**src/rtl/debouncer_entrada_pkg.sv**
```systemverilog
// debouncer_entrada shared definitions.
// State encodings, default settle length, counter sizing.
`timescale 1ns/1ps
package debouncer_entrada_pkg;

  localparam logic [1:0] ST_IDLE     = 2'd0;
  localparam logic [1:0] ST_SETTLING = 2'd1;
  localparam logic [1:0] ST_HOLD     = 2'd2;

  localparam int DEBOUNCE_CYCLES_DEF = 4;

  function automatic int cnt_w(input int n);
    int w;
    w = $clog2(n);
    return (w < 1) ? 1 : w;
  endfunction

endpackage

```
**src/rtl/sincronizador.sv**
```systemverilog
// Two-flop synchroniser for asynchronous switch levels.
// Clears to zero on asynchronous active-low reset.
`timescale 1ns/1ps
module sincronizador #(
  parameter int WIDTH = 4
) (
  input  logic             i_clk,
  input  logic             i_rst_n,
  input  logic [WIDTH-1:0] i_d,
  output logic [WIDTH-1:0] o_q
);

  logic [WIDTH-1:0] r_s1;
  logic [WIDTH-1:0] r_s2;

  always_ff @(posedge i_clk or negedge i_rst_n) begin
    if (!i_rst_n) begin
      r_s1 <= '0;
      r_s2 <= '0;
    end else begin
      r_s1 <= i_d;
      r_s2 <= r_s1;
    end
  end

  assign o_q = r_s2;

endmodule

```
**src/rtl/debouncer_entrada.sv**
```systemverilog
// Switch front-end: synchronise, debounce, hold code with Ready
// until the downstream stage acknowledges it.
`timescale 1ns/1ps
module debouncer_entrada
  import debouncer_entrada_pkg::*;
#(
  parameter int WIDTH           = 4,
  parameter int DEBOUNCE_CYCLES = DEBOUNCE_CYCLES_DEF
) (
  input  logic             Clock,
  input  logic             Reset_n,
  input  logic [WIDTH-1:0] Switches,
  input  logic             Ack,
  output logic [WIDTH-1:0] Data,
  output logic             Ready
);

  localparam int CW = cnt_w(DEBOUNCE_CYCLES);
  localparam logic [CW-1:0] LAST = CW'(DEBOUNCE_CYCLES - 1);

  logic [WIDTH-1:0] w_sync;
  logic [WIDTH-1:0] r_cand;
  logic [CW-1:0]    r_cnt;
  logic [1:0]       r_state;

  sincronizador #(
    .WIDTH (WIDTH)
  ) u_sync (
    .i_clk   (Clock),
    .i_rst_n (Reset_n),
    .i_d     (Switches),
    .o_q     (w_sync)
  );

  always_ff @(posedge Clock or negedge Reset_n) begin
    if (!Reset_n) begin
      r_state <= ST_IDLE;
      r_cand  <= '0;
      r_cnt   <= '0;
      Data    <= '0;
      Ready   <= 1'b0;
    end else begin
      case (r_state)
        ST_IDLE: begin
          if (w_sync != Data) begin
            r_cand  <= w_sync;
            r_cnt   <= '0;
            r_state <= ST_SETTLING;
          end
        end
        ST_SETTLING: begin
          if (w_sync == Data) begin
            r_state <= ST_IDLE;
          end else if (w_sync != r_cand) begin
            r_cand <= w_sync;
            r_cnt  <= '0;
          end else if (r_cnt == LAST) begin
            Data    <= r_cand;
            Ready   <= 1'b1;
            r_state <= ST_HOLD;
          end else begin
            r_cnt <= r_cnt + 1'b1;
          end
        end
        // Switches are ignored here; only Ack releases the hold.
        ST_HOLD: begin
          if (Ack) begin
            Ready   <= 1'b0;
            r_state <= ST_IDLE;
          end
        end
        default: begin
          Ready   <= 1'b0;
          r_state <= ST_IDLE;
        end
      endcase
    end
  end

endmodule

```
**config.mk**
```make
export PLATFORM = sky130hd
export DESIGN_NAME = debouncer_entrada
export DESIGN_NICKNAME = d
export VERILOG_FILES = /design/src/rtl/debouncer_entrada_pkg.sv /design/src/rtl/sincronizador.sv /design/src/rtl/debouncer_entrada.sv
export SDC_FILE = /design/constraint.sdc
export NUM_CORES = 1
export LEC_CHECK = 0
export BUFFER_PORTS_ARGS = -buffer_cell sky130_fd_sc_hd__buf_2
export CAP_MARGIN = 5
export CELL_PAD_IN_SITES_DETAIL_PLACEMENT = 2
export CELL_PAD_IN_SITES_GLOBAL_PLACEMENT = 2
export CORE_MARGIN = 8
export CORE_UTILIZATION = 40
export CTS_BUF_LIST = sky130_fd_sc_hd__clkbuf_4
export CTS_CLUSTER_DIAMETER = 40
export DETAILED_ROUTE_END_ITERATION = 16
export PLACE_DENSITY_LB_ADDON = 0.12
export SYNTH_ARGS = -nofsm -noshare
export SYNTH_HDL_FRONTEND = slang
export SYNTH_SLANG_ARGS = --single-unit
```
**constraint.sdc**
```tcl
create_clock -name Clock -period 1.9 [get_ports Clock]
set_clock_uncertainty 0.2 [all_clocks]
set_input_delay 0 -clock Clock [delete_from_list [all_inputs] [get_ports Clock]]
set_output_delay 0 -clock Clock [all_outputs]
set_load 0.02 [all_outputs]
```
==> impl_metrics.yaml <==
outcome:
  status: "finished clean"
placement:
  gp_congestion: 0.713
  port_buffers: 11
  dpl.hpwl_um: 1260
  dp.cells: 97
cts:
  clk_path_buf_depth: 2
  insertion_delay_ns: 0.30
  post-cts-setup-buffer-count: 0
  numClockSinks: 21
  cts_buffers: 3
  ctsHtreeMaxLevel: 1
  cts-root-buf: "clkbuf_4"
  cts_tree: "yes"
  path_clk_slew_ns: 0.12
die:
  die_height_um: 62.5
  core_area_um2: 2130
  std_cell_rows: 17
  initial_core_util: 0.407
  die_area_um2: 3910
  die_w_um: 62.5
  ios: 12
worst_setup_path:
  slowest_delay_ns: 0.43
  criticalPathCategory: "reg2reg"
  critical_path_buf_inv_count: 0
  crit_family: "flip-flops"
  critPathSlowestCell: "dfrtp_1"
  cp-end-kind: "flip-flop"
  path_max_fanout: 6
  start_kind: "flip-flop"
  path_cells: "xnor2_1 -> a41oi_4 -> nand3_4 -> mux2_4"
  crit_required_ns: 1.89
  cp.arrival_ns: 1.79
finish:
  fillers: 211
  nets: 89
  n_antenna_cell: 0
  layout-drive-gt1-share: 0.350
  stdcell_count: 108
  area.growth.synth_to_final_pct: 23.4
grt:
  grt_pass1_vias: 606
  grt_max_degree: 22
  grt_pass1_wl_um: 3110
  grt-ovfl-total: 0
  grtUsageTotal: 0.0999
  antenna_found_initial: 0
synthesis:
  ys_top_cells_by_area: "dfrtp_1, mux2_4, xnor2_1"
  async_reset_ff_frac: 1.00
  synth_ff_type: "dfrtp_1"
  yosys_warnings: 0
  yosysMostFrequentCell: "dfrtp_1"
  post_synth_instance_area_um2: 866
  synth.distinct_cells: 21
  ys_ff_latch: 21
  synth_top_area_frac: 0.607
  yosysTopAreaCell: "dfrtp_1"
  synth_edf_count: 0
  syn_avg_cell_area_um2: 15.2
  synth_cells: 57
  synth.yosys.seq_area_share: 0.607
  syn_nets: 65
  synth_common_cells: "dfrtp_1, nand2_1, xnor2_1"
power_and_ir_drop:
  max-vdd-ir-drop_mv: 0.417
  power_density_nw_per_um2: 727
  p_sw_frac: 0.248
  power.switching_mw: 0.192
  share_comb_of_total_power: 0.106
  p_clk_frac: 0.272
  intPower_mw: 0.584
  p_seq_frac: 0.622
  leakagePower_nw: 0.505
drt:
  drt_iter0_drc: 10
  drt_wl_total_um: 1720
  wl_per_cell_um: 15.9
  drcViolationCount: 0
  vias: 529
  via_per_inst: 4.90
  dr.pass1.iters: 2
  ant_nets: 0
timing:
  setup_viol: 0
  final.period_utilization: 0.948
  fmax_ghz: 0.555
  whs_ns: 0.130
  rsz0062_at_grt: "no"
  tightestPinTransition_ns: 0.910
  final_hold_viol_count: 0
  setup_tns_ns: 0
  drv_slew: 0
  min_period_ns: 1.80
  relSlewSlack: 0.391
worst_hold_path:
  hold_class: "in2reg"
run:
  drv_cap: 0
-- final cells by class --
type | instances | area, um^2 | share of cell area
inverter | 2 | 7.51 | 0.00703
sequential | 21 | 526 | 0.492
clock inverter | 1 | 5.00 | 0.00468
tap | 28 | 35.0 | 0.0328
multi-input combinational | 34 | 340 | 0.319
timing repair buffer | 19 | 133 | 0.124
clock buffer | 3 | 22.5 | 0.0211
-- through the flow --
stage	area (um^2)	total power, mW	setup slack [ns]	util
CTS	1060	0.792	0.0725	0.499
floorplan	866	0.531	0.146	-
global route	1070	0.819	0.0150	0.502
detailed placement	963	0.564	0.0899	0.453
global placement	963	0.560	0.132	0.453
finish	1070	0.777	0.0983	0.502
-- path summary, 6_finish.rpt --
check	depth (start not counted)	slack [ns]	startpoint	endpoint
worst max-delay path	4	0.1	u_sync.o_q[3]	Data[1]
worst min-delay path	2	0.13	Switches[1]	u_sync.r_s1[1]
worst max register to register	4	0.1	u_sync.o_q[3]	Data[1]
worst min register to register	0	0.16	u_sync.r_s1[0]	u_sync.o_q[0]
max in group asynchronous	3	0.26	Reset_n	u_sync.r_s1[2]
min in group asynchronous	3	0.68	Reset_n	r_cand[2]
-- layout by cell type, fill, tap and decap left out --
cell type and instances:
a21boi_2 1, clkbuf_4 3, o22ai_1 1, o21ai_0 1, buf_2 11, nor2_1 1, mux2_1 2, xnor2_2 1
buf_4 1, nand4_1 1, inv_1 2, clkinv_2 1, xnor2_1 4, mux2_2 2, nand3_4 1, mux2i_1 1
nor2b_1 1, o41ai_2 1, dfrtp_1 21, ha_1 1, a41oi_4 1, nand2_1 5, xor2_1 3, and3_1 1
nor3_2 1, dlygate4sd3_1 7, mux2_4 4
-- layer usage --
metal	global-route usage	wire length, um	up-vias	share of wire
met5	0	0	-	0
met4	0.0484	30	0	0.017
met3	0.0341	62	4	0.036
met2	0.151	825	8	0.48
met1	0.124	803	275	0.47
li1	-	-	242	-
-- sequential cells by signal (all words and copies together) (netlist names) --
signal	flops
Data	4
r_cand	4
u_sync.o_q	4
u_sync.r_s1	4
r_cnt	2
r_state	2
Ready	1
-- worst reg2reg max path: cells and delay by family (launching register included) --
kind             cells  cell delay (ns)
XOR/XNOR             1             0.19
flip-flops           1             0.43
AND/OR/NAND/NOR      1             0.18
multiplexers         1             0.33
AO/OA/AOI/OAI        1             0.36
-- cell families after synthesis --
kind of cell | Yosys count | share of synthesized area
multiplexers | 9 | 0.133
AND/OR/NAND/NOR | 11 | 0.0795
adder cells (fa/ha/maj) | 1 | 0.0144
AO/OA/AOI/OAI | 5 | 0.0766
flip-flops | 21 | 0.607
XOR/XNOR | 8 | 0.0809
buffers and inverters | 2 | 0.00867
-- power groups by stage --
| stage | clock [mW] | combinational (mW) | sequential (mW) |
|---|---|---|---|
| finish | 0.211 | 0.0822 | 0.483 |
| global route | 0.241 | 0.0915 | 0.486 |
| CTS | 0.225 | 0.0837 | 0.483 |
| detailed placement | 0 | 0.0725 | 0.492 |
| global placement | 0 | 0.0700 | 0.490 |
| floorplan | 0 | 0.0417 | 0.489 |
-- timing repair --
item	4_1_cts	5_1_grt
hold endpoints to repair	27	0
gates resized for setup	0	1
setup endpoints to repair	0	2
hold buffers	7	0
Note: power is estimated with default switching activity, not from simulation.
